### src/rtl/wb_grf_if.sv
// Bus bundle between the M->W pipeline register / D-stage read logic and the wb_grf block.
// The slave modport is the register-file side. The master modport is the pipeline side.
interface wb_grf_if #(
    parameter int CNT_W = 32
);
    logic             RegWrite_W;
    logic [1:0]       Wlevel_Sel_W;
    logic [2:0]       Ld_Type_W;
    logic [31:0]      PC_W;
    logic [31:0]      AO_W;
    logic [31:0]      DR_W;
    logic [4:0]       A3_W;
    logic [4:0]       A1_D;
    logic [4:0]       A2_D;
    logic [31:0]      RD1_D;
    logic [31:0]      RD2_D;
    logic [31:0]      WD_W;
    logic [CNT_W-1:0] retired;

    modport slave (
        input  RegWrite_W, Wlevel_Sel_W, Ld_Type_W, PC_W, AO_W, DR_W, A3_W, A1_D, A2_D,
        output RD1_D, RD2_D, WD_W, retired
    );

    modport master (
        output RegWrite_W, Wlevel_Sel_W, Ld_Type_W, PC_W, AO_W, DR_W, A3_W, A1_D, A2_D,
        input  RD1_D, RD2_D, WD_W, retired
    );
endinterface

### src/rtl/wb_grf.sv
// MIPS writeback stage and 32x32 register file with W->D bypass and a retired-instruction counter.
// Optional: define GRF_DISPLAY_EN to print every register write.
module wb_grf #(
    parameter logic [31:0] RESET_PC = 32'h0000_3000,
    parameter int          CNT_W    = 32
) (
    input  logic     clk,
    input  logic     reset,
    wb_grf_if.slave  bus
);

    logic [31:0]      r_grf [0:31];
    logic [CNT_W-1:0] r_retired;
    logic [31:0]      w_ext;
    logic [31:0]      w_wd;
    logic [31:0]      w_rd1;
    logic [31:0]      w_rd2;
    logic             w_we;
    logic             w_count;

    function automatic logic [31:0] load_ext(input logic [31:0] dr,
                                             input logic [1:0]  off,
                                             input logic [2:0]  ld_type);
        logic [7:0]  b;
        logic [15:0] h;
        b = dr[8*off +: 8];
        h = off[1] ? dr[31:16] : dr[15:0];
        case (ld_type)
            3'd1:    load_ext = {24'h00_0000, b};
            3'd2:    load_ext = {{24{b[7]}}, b};
            3'd3:    load_ext = {16'h0000, h};
            3'd4:    load_ext = {{16{h[15]}}, h};
            default: load_ext = dr;
        endcase
    endfunction

    function automatic logic [31:0] read_port(input logic        rst_ok,
                                              input logic [4:0]  addr,
                                              input logic        we,
                                              input logic [4:0]  waddr,
                                              input logic [31:0] wd,
                                              input logic [31:0] stored);
        if (!rst_ok || addr == 5'd0) begin
            read_port = 32'h0000_0000;
        end else if (we && waddr == addr) begin
            read_port = wd;
        end else begin
            read_port = stored;
        end
    endfunction

    // Writeback source selection and load extension
    always_comb begin
        w_ext = load_ext(bus.DR_W, bus.AO_W[1:0], bus.Ld_Type_W);
        case (bus.Wlevel_Sel_W)
            2'd1:    w_wd = w_ext;
            2'd2:    w_wd = bus.PC_W + 32'd8;
            default: w_wd = bus.AO_W;
        endcase
    end

    // Write enable, counter qualifier and bypassed read ports
    always_comb begin
        w_we    = bus.RegWrite_W && (bus.A3_W != 5'd0);
        w_count = (bus.PC_W != RESET_PC) && (bus.PC_W != 32'h0000_0000);
        w_rd1   = read_port(reset, bus.A1_D, w_we, bus.A3_W, w_wd, r_grf[bus.A1_D]);
        w_rd2   = read_port(reset, bus.A2_D, w_we, bus.A3_W, w_wd, r_grf[bus.A2_D]);
    end

    // Register file storage; $0 is never written
    always_ff @(posedge clk or negedge reset) begin
        if (!reset) begin
            for (int i = 0; i < 32; i++) begin
                r_grf[i] <= 32'h0000_0000;
            end
        end else if (w_we) begin
            r_grf[bus.A3_W] <= w_wd;
        end else begin
            r_grf[0] <= 32'h0000_0000;
        end
    end

    // Retired counter skips bubbles (reset PC or the cleared W register)
    always_ff @(posedge clk or negedge reset) begin
        if (!reset) begin
            r_retired <= {CNT_W{1'b0}};
        end else if (w_count) begin
            r_retired <= r_retired + {{(CNT_W-1){1'b0}}, 1'b1};
        end else begin
            r_retired <= r_retired;
        end
    end

`ifdef GRF_DISPLAY_EN
    // Write trace, including attempted writes to $0
    always @(posedge clk) begin
        if (reset && bus.RegWrite_W) begin
            $display("%d@%h: $%d <= %h", $time, bus.PC_W, bus.A3_W, w_wd);
        end
    end
`else
`endif

    assign bus.WD_W    = w_wd;
    assign bus.RD1_D   = w_rd1;
    assign bus.RD2_D   = w_rd2;
    assign bus.retired = r_retired;

endmodule

### src/flat_wrapper.sv
// flat-port wrapper written by rule: the top's interface ports become plain ports
module wb_grf_flat 
#(
    parameter logic [31:0] RESET_PC = 32'h0000_3000,
    parameter int          CNT_W    = 32
)
  (clk, reset, bus_RegWrite_W, bus_Wlevel_Sel_W, bus_Ld_Type_W, bus_PC_W, bus_AO_W, bus_DR_W, bus_A3_W, bus_A1_D, bus_A2_D, bus_RD1_D, bus_RD2_D, bus_WD_W, bus_retired);
  wb_grf_if #(.CNT_W(CNT_W)) bus_i ();
  input  logic clk;
  input  logic reset;
  input wire logic [$bits(bus_i.RegWrite_W)-1:0] bus_RegWrite_W;
  input wire logic [$bits(bus_i.Wlevel_Sel_W)-1:0] bus_Wlevel_Sel_W;
  input wire logic [$bits(bus_i.Ld_Type_W)-1:0] bus_Ld_Type_W;
  input wire logic [$bits(bus_i.PC_W)-1:0] bus_PC_W;
  input wire logic [$bits(bus_i.AO_W)-1:0] bus_AO_W;
  input wire logic [$bits(bus_i.DR_W)-1:0] bus_DR_W;
  input wire logic [$bits(bus_i.A3_W)-1:0] bus_A3_W;
  input wire logic [$bits(bus_i.A1_D)-1:0] bus_A1_D;
  input wire logic [$bits(bus_i.A2_D)-1:0] bus_A2_D;
  output wire logic [$bits(bus_i.RD1_D)-1:0] bus_RD1_D;
  output wire logic [$bits(bus_i.RD2_D)-1:0] bus_RD2_D;
  output wire logic [$bits(bus_i.WD_W)-1:0] bus_WD_W;
  output wire logic [$bits(bus_i.retired)-1:0] bus_retired;
  assign bus_i.RegWrite_W = bus_RegWrite_W;
  assign bus_i.Wlevel_Sel_W = bus_Wlevel_Sel_W;
  assign bus_i.Ld_Type_W = bus_Ld_Type_W;
  assign bus_i.PC_W = bus_PC_W;
  assign bus_i.AO_W = bus_AO_W;
  assign bus_i.DR_W = bus_DR_W;
  assign bus_i.A3_W = bus_A3_W;
  assign bus_i.A1_D = bus_A1_D;
  assign bus_i.A2_D = bus_A2_D;
  assign bus_RD1_D = bus_i.RD1_D;
  assign bus_RD2_D = bus_i.RD2_D;
  assign bus_WD_W = bus_i.WD_W;
  assign bus_retired = bus_i.retired;
  wb_grf #(.RESET_PC(RESET_PC), .CNT_W(CNT_W)) u_core (.clk(clk), .reset(reset), .bus(bus_i));
endmodule
### config.mk
export PLATFORM = sky130hd
export DESIGN_NAME = wb_grf_flat
export DESIGN_NICKNAME = d
export VERILOG_FILES = /design/src/rtl/wb_grf_if.sv /design/src/rtl/wb_grf.sv /design/src/flat_wrapper.sv
export SDC_FILE = /design/constraint.sdc
export NUM_CORES = 2
export LEC_CHECK = 0
export CAP_MARGIN = 0
export CORE_MARGIN = 2
export CORE_UTILIZATION = 50
export CTS_CLUSTER_SIZE = 30
export DETAILED_ROUTE_END_ITERATION = 12
export DONT_BUFFER_PORTS = 1
export GPL_ROUTABILITY_DRIVEN = 0
export PLACE_DENSITY = 0.76
export SYNTH_ARGS = -nofsm -noshare
export SYNTH_HDL_FRONTEND = slang
export SYNTH_SLANG_ARGS = --single-unit
### constraint.sdc
create_clock -name clk -period 4.5 [get_ports clk]
set_input_delay 1.125 -clock clk [delete_from_list [all_inputs] [get_ports clk]]
set_output_delay 1.125 -clock clk [all_outputs]
set_load 0.02 [all_outputs]
# After elaboration in Yosys (flattened, before gate mapping)
# Cells that the tools add are included.
[totals]
latchBits = 0
memories = 0
register_bits = 1056
ramBits = 0
word_cells = 81
romBits = 0
[op_classes]
mux = 17
shift = 1
magnitude_cmp = 4
add_sub_neg = 2
reduce_logical = 12
eq_ne = 9
n_div = 0
multipliers = 0
n_bitwise = 3
[ops]
columns = ["op", "count"]
rows = [
  ["bitwise mux 1024 bit", 1],
  ["binary-select mux 32 bit (select 5 bit)", 2],
  ["two-way mux 32 bit", 10],
  ["demux 32 bit (select 5 bit)", 1],
  ["case mux 32 bit (4 select lines)", 1],
  ["case mux 32 bit (2 select lines)", 1],
  ["adder 32 x 1 -> 32 bit, second input constant", 1],
  ["adder 32 x 4 -> 32 bit, second input constant", 1],
  ["inequality test 32 x 14 -> 1 bit, second input constant", 1],
  ["nonzero test 32 bit", 1],
  ["variable part select 32 x 6 -> 8 bit", 1],
  [">= comparator 6 bit, second input constant", 3],
  ["inverter 5 -> 6 bit", 3],
  ["two-way mux 16 bit", 1],
  ["equality test 5 bit", 2],
  ["zero test 5 bit", 2],
  ["equality test 3 x 2 -> 1 bit, second input constant", 2],
  ["less-than comparator 6 x 1 -> 1 bit, second input constant", 1],
  ["logical AND 1 bit", 5],
  ["nonzero test 5 bit", 1],
  ["equality test 3 x 1 -> 1 bit, second input constant", 1],
  ["equality test 3 bit, second input constant", 1],
  ["equality test 2 x 1 -> 1 bit, second input constant", 1],
  ["equality test 2 bit, second input constant", 1],
  ["2 further kinds", 3],
]

# Depth between registers and ports, before layout
[logic_depth]
ltp_word = 7
ltp_mapped = 11

# Worst setup path before layout
# Ideal clock, no wire load.
[synth_timing]
kind = "input-to-output"
from = "in bus_Wlevel_Sel_W[0]"
to = "out bus_RD1_D[3]"
arrival_time_ns = 3.311
path_buffers = 3
cell_stages = 10
path_slack_ns = 0.064
t_required_ns = 3.375
path_cell_list = "inv_1 -> ha_1 -> clkbuf_1 -> nor2b_1 -> clkbuf_1 -> o21ai_0 -> a2111oi_0 -> nor2_1 -> clkbuf_1 -> o21ai_0"
[synth_via]
elab_chain_len = 4
word_cells_on_any_way = 5
classes_between = "eq/ne (2); mux (3)"
[synth_rtl]
columns = ["element", "line_no", "text"]
rows = [
  ["from (decl)", "flat_wrapper.sv:12", "input wire logic [$bits(bus_i.Wlevel_Sel_W)-1:0] bus_Wlevel_Sel_W;"],
  ["equality test 2 bit or equality test 2 x 1 -> 1 bit (tied branches)", "wb_grf.sv:55", "case (bus.Wlevel_Sel_W)"],
  ["case mux 32 bit (2 select lines) (*)", "wb_grf.sv:55", ""],
  ["two-way mux 32 bit (*)", "wb_grf.sv:45", "end else if (we && waddr == addr) begin"],
  ["two-way mux 32 bit (*)", "wb_grf.sv:43", "if (!rst_ok || addr == 5'd0) begin"],
  ["to (decl)", "flat_wrapper.sv:20", "output wire logic [$bits(bus_i.RD1_D)-1:0] bus_RD1_D;"],
]
# Every way passes the cells marked *; elsewhere a longest branch is shown, timed or not.

# Worst setup path after layout
[layout_timing]
from = "in bus_A1_D[0]"
to = "out bus_RD1_D[1]"
[layout_via]
elab_chain_len = 6
word_cells_on_any_way = 10
classes_between = "eq/ne (1); mux (5); bitwise (1); reduce/logical (3)"
[layout_rtl]
columns = ["element", "line_no", "text"]
rows = [
  ["from (decl)", "flat_wrapper.sv:18", "input wire logic [$bits(bus_i.A1_D)-1:0] bus_A1_D;"],
  ["inverter 5 -> 6 bit (implied by the code)", "wb_grf.sv:66", "w_rd1 = read_port(reset, bus.A1_D, w_we, bus.A3_W, w_wd, r_grf[bus.A1_D]);"],
  ["binary-select mux 32 bit (select 5 bit)", "wb_grf.sv:66", ""],
  ["two-way mux 32 bit (implied by the code) (2 in series)", "wb_grf.sv:66", ""],
  ["two-way mux 32 bit", "wb_grf.sv:45", ""],
  ["two-way mux 32 bit (*)", "wb_grf.sv:43", ""],
]
# Every way passes the cells marked *; elsewhere a longest branch is shown, timed or not. The select of a mux whose other input is x is not followed.

==> reports/metrics.cfg <==
[power_and_ir_drop]
fin_total_pwr_mw=27.66
peakVddDrop_mv=0.4093
pwr-share-seq_pct=44.7
p_leak_nw=26.85
p_sw_mw=7.943
pwr-share-comb_pct=19.8
power_density_nw_per_um2=439.0
p_int_mw=19.72
switching_share_pct=28.71
p_clk_share_pct=35.5

[detailed_routing]
wl_per_cell_um=28.49
wl_met2_mm=80.73
wl_met1_mm=67.22
dr.max_layer_used=met5
vias=44950
routed_wl_mm=187.4
detailedRoute.firstIterationViolations=6185
dr_wl_met3_mm=28.09
dr.pass1.iters=7
drc=0
final_antenna_net_count=0
via_per_inst=6.833

[run]
cap_violations=0

[finish]
finalNonFillerCells=6578
syn_to_final_growth_pct=11.85
drive_above_1_share_pct=21.89
nets=5113

[sta]
worst_pin_slew_ns=1.201
slew_headroom_pct=19.96
fin_skew_ns=0.009895
timing.fmax_mhz=203.7
setup_viol=43
fin_ws_ns=-0.4086
min_period_ns=4.909
fin_crit_sh_pct=109.1
slew_viol_final=0
hold_viol=0

[grt]
grt_max_degree=1062
gr-total-overflow=0
antenna_found_initial=6
grt_pass1_wl_mm=278.7
grt_use_total_pct=31.99
first_global_vias=44560

[logic_synthesis]
yosys_warnings=0
synth_ff_type=dfrtp_1
yosysMostFrequentCell=nand2_1
synth_top_area_share_pct=46.90
synthArstFlopShare_pct=100.0
synth_largest_area_cell=dfrtp_1
syn_nets=5243
netlist_instances=5120
synthDistinctLibCells=76
synth_common_cells=nand2_1 (1093), o21ai_0 (1091), dfrtp_1 (1056)
synth_area_leaders=dfrtp_1 (47%), mux4_2 (22%), o21ai_0 (9.7%), nand2_1 (7.3%), clkbuf_1 (2.7%)
syn_area_per_cell_sq_um=11.00
seq_area_frac_synth_pct=46.90
synth_seq_cells=1056
synth_edf_count=0
syn-cell-area_sq_um=56340

[worst_setup_path]
rrSetupSlack_ns=1.91
critPathKind=input port to output port
required_ns=3.38
cp_data_arrival_time_ns=3.78
critical_path.max_fanout=284
start_kind=input port
worst_setup_path_end_kind=output port

[clock_tree]
clk_latency_ns=0.69
hold_buffers=0
cts_tree=yes
max-clock-path-buffers=3
cts_max_level=3
cts_root_buf=clkbuf_16
cts.sinks=1056
cts_buffers=107
clk_pin_slew_ns=0.06

[placed_design]
hpwlAfterDp_mm=107.1
port_buffers=0
place_inst=6364

[floorplan]
die_area_sq_um=115400
initial_core_util_pct=50.22
core_area_sq_um=112200
dieHeight_um=339.7
num_rows=123
ios=247
dieWidth_um=339.7

[worst_hold_path]
hold_class=input port to asynchronous set/reset pin

[run_status]
violations=setup timing
outcome=finished with violations

[per-layer routing]
layer,vias to the layer above,track usage [%]
met3,676,13.22
met1,22490,41.92
met5,-,0
met4,10,16.32
met2,3302,45.82
li1,18470,-
[power groups by stage]
stage	logic (mW)	registers, mW	clock network (mW)
final	5.49	12.4	9.81
after global routing	5.94	12.5	10.2
after CTS	5.16	12.3	9.81
after detailed placement	5.11	12.4	0
after global placement	4.93	12.3	0
after floorplan	3.94	12.0	0
[area by class of cell]
cell class                      count  area (sq um)
Tap cell                         1500          1877
Clock inverter                     47         734.5
Sequential cell                  1056         26430
Fill cell                        8954         49170
Antenna cell                        3         7.507
Clock buffer                      147          3083
Multi-Input combinational cell   3509         28100
Inverter                           48         185.2
Timing Repair Buffer              268          2606
[per-stage QoR]
step	hold slack, ns	util, %	setup TNS (ns)	setup WS [ns]	cell area, sq um
finish	0.1264	56.17	-5.869	-0.4086	63020
global route	0.1043	56.17	-0.6151	-0.1441	63010
CTS	0.1948	55.76	0	0.004206	62560
detailed placement	0.4833	52.30	-2.298	-0.2829	58680
global placement	0.4717	52.30	-1.694	-0.3073	58680
floorplan	0.4609	-	0	0.06381	56340
[critical path, cell delays in order]
cell,delay (ns)
xnor2_1,0.38
nand4_1,0.36
and3_4,0.36
buf_8,0.18
a22oi_1,0.58
o21ai_0,0.22
buf_4,0.21
[flip-flops by register name, summed over array words and instances (netlist names)]
signal	cells
u_core.r_grf	1024
u_core.bus.retired	32
[layout by cell type (no fill, tap or decap), types with 6 or more instances in the layout]
cell	n
nor2b_1	12
o21ai_2	33
nand4_1	26
nand2_1	1060
a221oi_4	7
bufinv_16	19
nor3_1	20
and3_1	13
a211oi_1	13
nand2_2	27
clkbuf_16	121
a22oi_2	6
a22oi_1	92
nor4_1	11
xor2_1	22
o21ai_1	16
a32oi_1	8
a221oi_1	54
clkbuf_1	19
inv_1	44
dfrtp_1	1056
mux4_2	541
nor2_1	77
o22ai_1	7
o21ai_0	1077
nand2_4	7
xnor2_1	46
and2_1	40
a21oi_1	18
buf_12	24
o221a_2	11
nand3_1	28
buf_4	226
clkbuf_8	17
mux2i_1	130
o211ai_1	8
clkinv_2	21
nand2b_1	11
[cells by family after synthesis]
kind of cell	count (synthesis)	synth area share, %
compound gates	1395	14.01
xor+xnor	68	1.057
fa+ha+maj	4	0.08883
buf+inv	555	3.953
flops	1056	46.90
mux	674	23.99
simple gates	1368	9.995
[worst paths after layout]
kind                                                    start                            endpoint  cells after the start
max                                               bus_A1_D[0]                        bus_RD1_D[1]                      7
min                                                     reset       u_core.r_grf[114]$_DFFE_PN0P_                      0
max reg2reg                u_core.bus.retired[11]$_DFFE_PN0P_  u_core.bus.retired[30]$_DFFE_PN0P_                      6
min reg2reg                     u_core.r_grf[570]$_DFFE_PN0P_       u_core.r_grf[570]$_DFFE_PN0P_                      2
max in group asynchronous                               reset  u_core.bus.retired[26]$_DFFE_PN0P_                      3
min in group clk                u_core.r_grf[570]$_DFFE_PN0P_       u_core.r_grf[570]$_DFFE_PN0P_                      2
[timing repair]
item                                    in CTS  in global routing
resized for setup                           18                 25
cloned                                       0                 10
buffers inserted                             1                  1
endpoints found under the setup margin      34                 67
pin swaps                                    2                  1
No activity file was read; power rests on OpenSTA's default activity.
